### src/rtl/debounced_led_counter.sv
// Synchronised, debounced up/down buttons step a bounded counter shown on an LED bank; count moves DEBOUNCE_CYCLES+3 clocks after a clean edge, leds one clock later.
// No backpressure: presses are consumed as they are accepted, and simultaneous up/down events cancel.
module debounced_led_counter #(
    parameter int LED_W           = 10,
    parameter int MAX_COUNT       = 1023,
    parameter int DEBOUNCE_CYCLES = 50000,
    parameter int WRAP            = 1,
    parameter int BTN_ACTIVE_LOW  = 1,
    localparam int CNT_W          = $clog2(MAX_COUNT + 1)
) (
    input  logic             clock,
    input  logic             reset,
    input  logic             btn_up,
    input  logic             btn_down,
    input  logic [1:0]       mode,
    output logic [LED_W-1:0] leds,
    output logic [CNT_W-1:0] count,
    output logic             press,
    output logic             sat
);

    localparam int DC_W = $clog2(DEBOUNCE_CYCLES);
    localparam logic [DC_W-1:0]  DC_LAST  = DC_W'(DEBOUNCE_CYCLES - 1);
    localparam logic [CNT_W-1:0] CNT_MAX  = CNT_W'(MAX_COUNT);
    localparam logic             IDLE_LVL = (BTN_ACTIVE_LOW != 0);

    // Index 0 is the up button, index 1 the down button.
    logic [1:0]      raw;
    logic [1:0]      sync1;
    logic [1:0]      sync2;
    logic [1:0]      pressed;
    logic [1:0]      st;
    logic [1:0]      evt;
    logic [DC_W-1:0] dc [2];

    assign raw     = {btn_down, btn_up};
    assign pressed = (BTN_ACTIVE_LOW != 0) ? ~sync2 : sync2;

    always_ff @(posedge clock) begin
        if (reset) begin
            sync1 <= {2{IDLE_LVL}};
            sync2 <= {2{IDLE_LVL}};
            st    <= 2'b00;
            evt   <= 2'b00;
            for (int i = 0; i < 2; i++) begin
                dc[i] <= '0;
            end
        end else begin
            sync1 <= raw;
            sync2 <= sync1;
            for (int i = 0; i < 2; i++) begin
                evt[i] <= 1'b0;
                if (pressed[i] == st[i]) begin
                    dc[i] <= '0;
                end else if (dc[i] == DC_LAST) begin
                    st[i]  <= pressed[i];
                    dc[i]  <= '0;
                    evt[i] <= pressed[i];
                end else begin
                    dc[i] <= dc[i] + DC_W'(1);
                end
            end
        end
    end

    logic step_up;
    logic step_down;

    assign step_up   = evt[0] & ~evt[1];
    assign step_down = evt[1] & ~evt[0];

    always_ff @(posedge clock) begin
        if (reset) begin
            count <= '0;
            press <= 1'b0;
            sat   <= 1'b0;
        end else begin
            press <= 1'b0;
            sat   <= 1'b0;
            if (step_up) begin
                if (count == CNT_MAX) begin
                    if (WRAP != 0) begin
                        count <= '0;
                        press <= 1'b1;
                    end else begin
                        sat <= 1'b1;
                    end
                end else begin
                    count <= count + CNT_W'(1);
                    press <= 1'b1;
                end
            end else if (step_down) begin
                if (count == '0) begin
                    if (WRAP != 0) begin
                        count <= CNT_MAX;
                        press <= 1'b1;
                    end else begin
                        sat <= 1'b1;
                    end
                end else begin
                    count <= count - CNT_W'(1);
                    press <= 1'b1;
                end
            end
        end
    end

    logic [31:0]      cnt32;
    logic [LED_W-1:0] disp;

    assign cnt32 = 32'(count);

    always_comb begin
        disp = '0;
        case (mode)
            2'd0: begin
                for (int i = 0; i < LED_W; i++) begin
                    disp[i] = cnt32[i];
                end
            end
            2'd1: begin
                for (int i = 0; i < LED_W; i++) begin
                    disp[i] = (cnt32 > 32'(i));
                end
            end
            2'd2: begin
                // All ones flags a count too large to show as a single dot.
                if (cnt32 >= 32'(LED_W)) begin
                    disp = '1;
                end else begin
                    for (int i = 0; i < LED_W; i++) begin
                        disp[i] = (cnt32 == 32'(i));
                    end
                end
            end
            default: disp = '0;
        endcase
    end

    always_ff @(posedge clock) begin
        if (reset) begin
            leds <= '0;
        end else begin
            leds <= disp;
        end
    end

endmodule

### config.mk
export PLATFORM = sky130hd
export DESIGN_NAME = debounced_led_counter
export DESIGN_NICKNAME = d
export VERILOG_FILES = /design/src/rtl/debounced_led_counter.sv
export SDC_FILE = /design/constraint.sdc
export NUM_CORES = 1
export LEC_CHECK = 0
export CORE_MARGIN = 2
export CORE_UTILIZATION = 35
export CTS_CLUSTER_SIZE = 24
export DETAILED_ROUTE_END_ITERATION = 8
export PLACE_DENSITY = 0.61
export SYNTH_ARGS = -nofsm -noshare
export SYNTH_HDL_FRONTEND = slang
export SYNTH_SLANG_ARGS = --single-unit
### constraint.sdc
create_clock -name clock -period 2.3 [get_ports clock]
set_input_delay 0.345 -clock clock [delete_from_list [all_inputs] [get_ports clock]]
set_output_delay 0.345 -clock clock [all_outputs]
set_load 0.01 [all_outputs]
# Yosys cells after proc, flatten, opt, wreduce, memory -nomap -nowiden
# Memories as Yosys holds them, arrays and structs flattened.
# Cells that the tools add are included.
[op_classes]
n_mul = 0
div_mod_pow = 0
muxes = 38
n_eq_ne = 16
n_reduce_logical = 8
magnitude_cmp = 11
n_addsub = 4
bitwise = 15
n_shift = 0
[op_table]
columns = ["op", "count"]
rows = [
  ["$mux 16", 6],
  ["$mux 10", 5],
  ["$eq 10x3->1 const B", 4],
  ["$gt 10x3->1 const B", 4],
  ["$add 16x1->16 const B", 2],
  ["$eq 16x16->1 const B", 2],
  ["$logic_not 32->1", 1],
  ["$pmux 10 s3", 1],
  ["$mux 1", 26],
  ["$eq 10x2->1 const B", 2],
  ["$eq 10x4->1 const B", 2],
  ["$gt 10x1->1 const B", 2],
  ["$gt 10x2->1 const B", 2],
  ["$gt 10x4->1 const B", 2],
  ["$add 10x1->10 const B", 1],
  ["$eq 10x1->1 const B", 1],
  ["$eq 10x10->1 const B", 1],
  ["$ge 10x4->1 const B", 1],
  ["$logic_not 10->1", 1],
  ["$sub 10x1->10 const B", 1],
  ["$not 1->1", 6],
  ["$or 1x1->1", 6],
  ["$reduce_or 3->1", 2],
  ["$reduce_and 2->1", 2],
  ["other kinds (7)", 9],
]
[word_totals]
mem_count = 1
latch_bits = 0
wordCells = 102
out_inout_bits = 22
register_bits = 29
ramBits = 32
romBits = 0
in_bits = 6
[memory_table]
columns = ["name", "words", "word_bits", "read_ports", "rd_clocked_by_memory_dff", "write_ports", "line", "rtl"]
rows = [
  ["dc", 2, 16, 2, 0, 2, "34", "logic [DC_W-1:0] dc [2];"],
]

# Logic depth before layout (Yosys ltp)
# Gate-level depths: netlist of the first run.
[logic_depth]
word_depth = 8
ltp_mapped = 8
ltp_nobuf = 7

# Worst setup path before layout of the first run
# No wires, ideal clock.
[synth_timing]
path_kind = "register to register"
startpoint = "reg count[1]"
endpoint = "reg count[6]"
slack_ns = 0.313
t_required_ns = 2.220
arrival_time_ns = 1.908
stages_incl_launch_ff = 9
path_cell_list = "dfxtp_1 > clkbuf_1 > inv_1 > ha_1 > or4b_4 > o22a_1 > a21oi_1 > nor2_1 > a211oi_2"
[synth_between]
elab_chain_cells = 4
word_cells_on_any_way = 8
cone_classes = "2 x add/sub; 1 x eq/ne; 4 x mux; 1 x reduce/logical"
[synth_rtl]
columns = ["element", "line", "rtl"]
rows = [
  ["from (decl)", "17", "output logic [CNT_W-1:0] count,"],
  ["from (signal assigned)", "89", "count <= count + CNT_W'(1);"],
  ["from (signal assigned)", "101", "count <= count - CNT_W'(1);"],
  ["$sub 10x1->10 or $logic_not 10->1 (tied branches)", "101, 93", ""],
  ["$mux 10", "93", "if (count == '0) begin"],
  ["$mux 10", "92", "end else if (step_down) begin"],
  ["$mux 10 (*)", "80", "if (step_up) begin"],
]
# Every way passes the cells marked *; elsewhere a longest branch is shown, timed or not. The select of a mux whose other input is x is not followed.
# A chain may end at the register's enable or synchronous reset.

# Worst setup path after layout of the first run
# Same ends and word-level chain as after synthesis.

==> results of run 1 <==
==> final timing paths <==
check / from / endpoint / slack, ps
setup / recovery: count[1]$_SDFFE_PP0P_ / count[6]$_SDFFE_PP0P_ / 330
hold / removal: sync1[1]$_SDFF_PP1_ / sync2[1]$_SDFF_PP1_ / 420
setup reg to reg: count[1]$_SDFFE_PP0P_ / count[6]$_SDFFE_PP0P_ / 330
hold reg to reg: sync1[1]$_SDFF_PP1_ / sync2[1]$_SDFF_PP1_ / 420
==> per-layer routing <==
metal	up-vias	wire length (um)	GRT usage [%]
met2	72	3712	24.77
li1	1486	-	-
met4	0	116	5.619
met1	1384	3582	19.74
met3	12	391	3.930
met5	-	0	0
==> per-stage QoR <==
stage | setup WS [ps] | util (%) | instances
3_5_place_dp | 373.6 | 41.42 | 572
4_1_cts | 337.5 | 43.68 | 588
3_3_place_gp | 368.0 | 41.42 | 572
5_1_grt | 195.5 | 43.68 | 588
6_report | 330.1 | 43.68 | 588
2_1_floorplan | 312.8 | - | 425
==> final cells by class <==
| cell class | count | area [um2] |
|---|---|---|
| well taps | 133 | 166.4 |
| clock buffers | 9 | 123.9 |
| fillers | 983 | 5530 |
| repair buffers | 39 | 357.8 |
| multi-input cells | 327 | 1957 |
| flip-flops and latches | 61 | 1541 |
| clock inverters | 7 | 97.59 |
| inverters | 12 | 45.04 |
==> sequential cells by signal, indices dropped and copies added (netlist names) <==
register,flops
evt,2
sync1,2
press,1
st,2
sync2,2
count,10
leds,10
dc,32
==> worst reg2reg max path: cells and delay by family, from the launching register on <==
| family | cells | cell delay, ps |
|---|---|---|
| adders and majority gates | 1 | 220 |
| AOI/OAI and AO/OA | 3 | 550 |
| DFF | 1 | 390 |
| buffers and inverters | 1 | 180 |
| and+or+nand+nor | 2 | 550 |
==> cells by family (layout without fill, tap and decap cells) <==
logic type | after synthesis | after routing
adder cells (fa/ha/maj) | 8 | 8
multiplexers | 1 | 1
XOR/XNOR | 34 | 34
other | 2 | 33
buffers and inverters | 37 | 67
flip-flops | 61 | 61
AO/OA/AOI/OAI | 69 | 69
AND/OR/NAND/NOR | 182 | 182
==> layout by cell type, fill, tap and decap left out, drive strengths merged, types with 13 or more instances in the layout <==
cell,instances
edfxtp,32
nand3,19
nor3,14
xnor2,22
dfxtp,29
nor2,64
conb,33
clkdlybuf4s50,26
a21oi,23
inv,14
buf,13
nand2,23
==> power by group <==
part	switching [mW]	leakage (nW)	internal (mW)
clock	0.459	0.106	0.615
combinational	0.0632	0.892	0.0517
sequential	0.0278	0.565	1.18
==> flow_summary_export.csv, run 1 <==
group,metric,value,unit
global_route,first_global_vias,2884,
timing,skew,8.596,ps
min_path,hold_class,"flop to flop",
global_route,grt_max_degree,20,
cells_and_area,area_growth,20.58,%
yosys,synth-adder-area-share,2.814,%
cts,clock_latency,340,ps
status,run_status,"finished clean",
yosys,ys_top_cells_by_count,"nor2_1, edfxtp_1, dfxtp_1",
setup_path,cp-end-kind,"flop",
yosys,synth-simple-area-share,26.77,%
timing,tns,0,ps
cts,cts_tree,"built",
timing,slew_headroom,62.72,%
setup_path,cp_data_arrival_time,2230,ps
timing,whs,417.5,ps
cts,cts_buffer_depth,2,
yosys,yosys_register_bits,61,
cells_and_area,diodes,0,
route,drtPass1Iterations,4,
cts,postCtsSetupBuffers,0,
route,drc_errors,0,
cts,hold_buffers,0,
pwr,finalPower,2.393,mW
cells_and_area,finalInstanceArea,0.004289,mm2
yosys,synthTopCellsByArea,"edfxtp_1, dfxtp_1, nor2_1, xnor2_1, a21oi_1",
yosys,ys_warn_count,0,
setup_path,path_cells,"inv_1 > ha_1 > or4b_4 > o22a_1 > a21oi_1 > nor2_1 > a211oi_2",
timing,finalHoldViolations,0,
floorplanning,initial_core_util,36.23,%
global_route,overflow,0,
floorplanning,num_rows,36,
placement,gp_congestion,0.8534,
placement,placed_area,0.004068,mm2
route,dr.first_iter.drc_count,109,
yosys,yosysUniqueCellTypes,57,
global_route,grt_pass1_wl,13.73,mm
setup_path,path_class,"flop to flop",
setup_path,slowest_delay,490,ps
timing,rsz0062_at_grt,"false",
route,dr_total_vias,2954,
pwr,ir_drop,382.3,uV
pwr,p_leak,1.563,nW
run,max-cap-violations,0,
yosys,synth_compound_area_share,13.30,%
setup_path,crit_buf_inv,1,
cts,path_clk_slew,80,ps
min_path,hold_depth,1,
route,ant_nets,0,
yosys,synth_edf_count,32,
yosys,yosysTopAreaCell,"edfxtp_1",
route,drt_wl_total,7.802,mm
setup_path,rr_worst_depth,7,
setup_path,path_depth,7,
yosys,synth_top_area_share,27.01,%
timing,setup_viol,0,
floorplanning,core-area,0.009819,mm2
yosys,yosysSeqAreaShare,43.33,%
floorplanning,die_h,104.8,um
global_route,antenna_found_initial,0,
global_route,grtUsageTotal,15.33,%
timing,worst_pin_slew,559.1,ps
timing,maxClockFrequency,507.6,MHz
cells_and_area,fin_nets,464,
yosys,post-synth-top-count-cell,"nor2_1",
placement,dp_hpwl,5.518,mm
yosys,synth_area,0.003557,mm2
setup_path,cp.required,2560,ps
cts,clock-sinks,61,
route,avgViaCountPerCell,5.024,
timing,period_share,85.65,%
cts,cts_buffers,9,
setup_path,path_max_fanout,8,
setup_path,crit_path_start_kind,"flop",
yosys,synth_top_flop_cell,"edfxtp_1",
yosys,synth_top_family_by_area,"simple AND/OR/NAND/NOR gates",
setup_path,crit_path_top_delay_cell,"or4b_4",
timing,finalMaxSlewViolations,0,
cells_and_area,layout-drive-gt1-share,9.890,%
timing,layout_min_cycle_time,1970,ps
floorplanning,die-width,104.8,um
placement,portBuffers,26,
cts,post_cts_resize_count,0,
yosys,postSynthAreaPerCell,9.028,um2
floorplanning,dieArea,0.01099,mm2
yosys,synth_xor_xnor_area_share,8.371,%
cts,ctsHtreeMaxLevel,3,
cts,cts_root_buf,"clkbuf_8",
yosys,muxShareOfSynthArea,0.2814,%
yosys,synthArstFlopShare,0,%
pwr,power_per_cell_area,557.9,mW/mm2
route,wl_per_cell,13.27,um
setup_path,cp_top_family,"simple AND/OR/NAND/NOR gates",
yosys,syn_inst,394,
floorplanning,ios,28,
No activity file was read; power rests on OpenSTA's default activity.
==> inputs of run 2 (changes only) <==
--- a/config.mk
+++ b/config.mk
@@ -5,11 +5,13 @@
 export SDC_FILE = /design/constraint.sdc
 export NUM_CORES = 1
 export LEC_CHECK = 0
+export CELL_PAD_IN_SITES_DETAIL_PLACEMENT = 1
+export CELL_PAD_IN_SITES_GLOBAL_PLACEMENT = 1
 export CORE_MARGIN = 2
-export CORE_UTILIZATION = 35
+export CORE_UTILIZATION = 41
 export CTS_CLUSTER_SIZE = 24
 export DETAILED_ROUTE_END_ITERATION = 8
-export PLACE_DENSITY = 0.61
+export PLACE_DENSITY = 0.86
 export SYNTH_ARGS = -nofsm -noshare
 export SYNTH_HDL_FRONTEND = slang
 export SYNTH_SLANG_ARGS = --single-unit
==> constraint.sdc (replaced) <==
create_clock -name clock -period 1.75 [get_ports clock]
set_input_delay 0.2625 -clock clock [delete_from_list [all_inputs] [get_ports clock]]
set_output_delay 0.2625 -clock clock [all_outputs]
set_load 0.01 [all_outputs]
==> flow_summary_export.csv, run 2 (synthesized netlist as in run 1, its figures left out) <==
group,metric,value,unit
status,run_status,"finished clean",
pwr,power_per_cell_area,618.3,mW/mm2
floorplanning,dieArea,0.009437,mm2
floorplanning,core-area,0.008299,mm2
cells_and_area,area_growth,36.58,%
timing,finalMaxSlewViolations,0,
timing,worst_pin_slew,551.4,ps
placement,dp_hpwl,7.393,mm
cts,cts_buffers,9,
floorplanning,die_h,97.15,um
route,dr_total_vias,3401,
cts,cts_tree,"built",
min_path,hold_depth,1,
floorplanning,num_rows,33,
timing,setup_ws,21.47,ps
timing,setup_viol,0,
min_path,hold_class,"flop to flop",
cts,ctsHtreeMaxLevel,3,
setup_path,rr_worst_depth,6,
cells_and_area,layout-drive-gt1-share,27.87,%
pwr,ir_drop,330.4,uV
cts,cts_root_buf,"clkbuf_8",
setup_path,cp.required,1970,ps
cts,path_clk_slew,70,ps
timing,skew,7.587,ps
setup_path,rrSetupSlack,20,ps
global_route,grt_max_degree,21,
setup_path,critPathLaunch,"count[1]$_SDFFE_PP0P_",
timing,tns,0,ps
cells_and_area,largest_reg_flops,32,
timing,finalHoldViolations,0,
cells_and_area,diodes,0,
setup_path,cp-end-kind,"flop",
setup_path,reg2reg_to,"count[6]$_SDFFE_PP0P_",
floorplanning,die-width,97.15,um
cells_and_area,layout_common_cells,"buf_4, nor2_1, conb_1",
route,drt_wl_total,11.29,mm
route,drc_errors,0,
timing,maxClockFrequency,578.5,MHz
placement,gp_congestion,0.9178,
global_route,grtUsageTotal,22.27,%
route,drtPass1Iterations,4,
setup_path,endpoint,"count[6]$_SDFFE_PP0P_",
setup_path,path_max_fanout,8,
cts,clock_latency,350,ps
timing,rsz0062_at_grt,"true",
setup_path,path_class,"flop to flop",
route,wl_per_cell,18.47,um
cells_and_area,fin_nets,515,
floorplanning,ios,28,
cts,clock-sinks,61,
cells_and_area,mostFrequentLayoutCell,"buf_4",
setup_path,cp_data_arrival_time,1950,ps
floorplanning,initial_core_util,42.86,%
route,dr.first_iter.drc_count,103,
global_route,antenna_found_initial,0,
cts,cts_buffer_depth,2,
pwr,p_leak,1.868,nW
cells_and_area,multi_input_area,0.002158,mm2
placement,portBuffers,26,
run,max-cap-violations,0,
route,avgViaCountPerCell,5.566,
timing,period_share,98.77,%
route,ant_nets,0,
placement,place_ws,-85.22,ps
global_route,grt_pass1_wl,16.97,mm
setup_path,crit_path_start_kind,"flop",
global_route,overflow,0,
cells_and_area,seqCellArea,0.001568,mm2
global_route,first_global_vias,3442,
timing,slew_headroom,63.16,%
cells_and_area,fillers,939,
setup_path,r2r-start,"count[1]$_SDFFE_PP0P_",
cells_and_area,reg_top3,"dc (32), count (10), leds (10)",
timing,layout_min_cycle_time,1729,ps
cells_and_area,largest_register,"dc",
## run 2: worst max-delay path, stage by stage (launching register included)
cell	delay (ps)
dfxtp_4	380
inv_6	80
ha_4	140
or4b_4	480
o22a_1	230
and2b_1	220
a211oi_2	60
## run 2: cell type report
class,count,share of cell area (%)
tap,105,2.704
clock buffer,11,2.704
sequential,61,32.27
timing repair buffer,90,15.76
clock inverter,5,1.056
inverter,12,1.082
multi-input combinational,327,44.42
## run 2: power by group
| part | internal, mW | switching, mW |
|---|---|---|
| combinational | 0.0875 | 0.109 |
| sequential | 1.54 | 0.0409 |
| clock | 0.649 | 0.580 |
| total | 2.27 | 0.730 |
## run 2: what timing repair did
item / in CTS / in global routing
hold buffers: 0 / 0
setup endpoints to repair: 26 / 36
setup buffers: 4 / 18
pin swaps: 1 / 19
resized for setup: 11 / 59
## run 2: stage by stage
step / cell area [um2] / total power [mW] / utilization (%) / hold slack, ps / cells
after floorplan: 3710 / 1.704 / - / 366.3 / 425
after global placement: 4270 / 1.767 / 51.45 / 403.2 / 573
after detailed placement: 4270 / 1.777 / 51.45 / 403.0 / 573
after CTS: 4504 / 2.989 / 54.27 / 423.7 / 593
after global routing: 4858 / 3.117 / 58.54 / 453.5 / 611
final: 4858 / 3.004 / 58.54 / 418.1 / 611
## run 2: routing by layer
metal | GRT usage (%) | vias up | share of wire (%)
met5 | 0 | - | 0
met2 | 40.60 | 88 | 53
met1 | 25.41 | 1699 | 41
met3 | 4.676 | 26 | 3.2
met4 | 8.451 | 0 | 3.1
li1 | - | 1588 | -
## run 2: worst min path at each step
stage	from	endpoint	slack [ps]
floorplan	btn_up	sync1[0]$_SDFF_PP1_	370
global placement	sync1[0]$_SDFF_PP1_	sync2[0]$_SDFF_PP1_	400
detailed placement	sync1[0]$_SDFF_PP1_	sync2[0]$_SDFF_PP1_	400
CTS	sync1[0]$_SDFF_PP1_	sync2[0]$_SDFF_PP1_	420
global route	sync1[0]$_SDFF_PP1_	sync2[0]$_SDFF_PP1_	450
finish	sync1[0]$_SDFF_PP1_	sync2[0]$_SDFF_PP1_	420
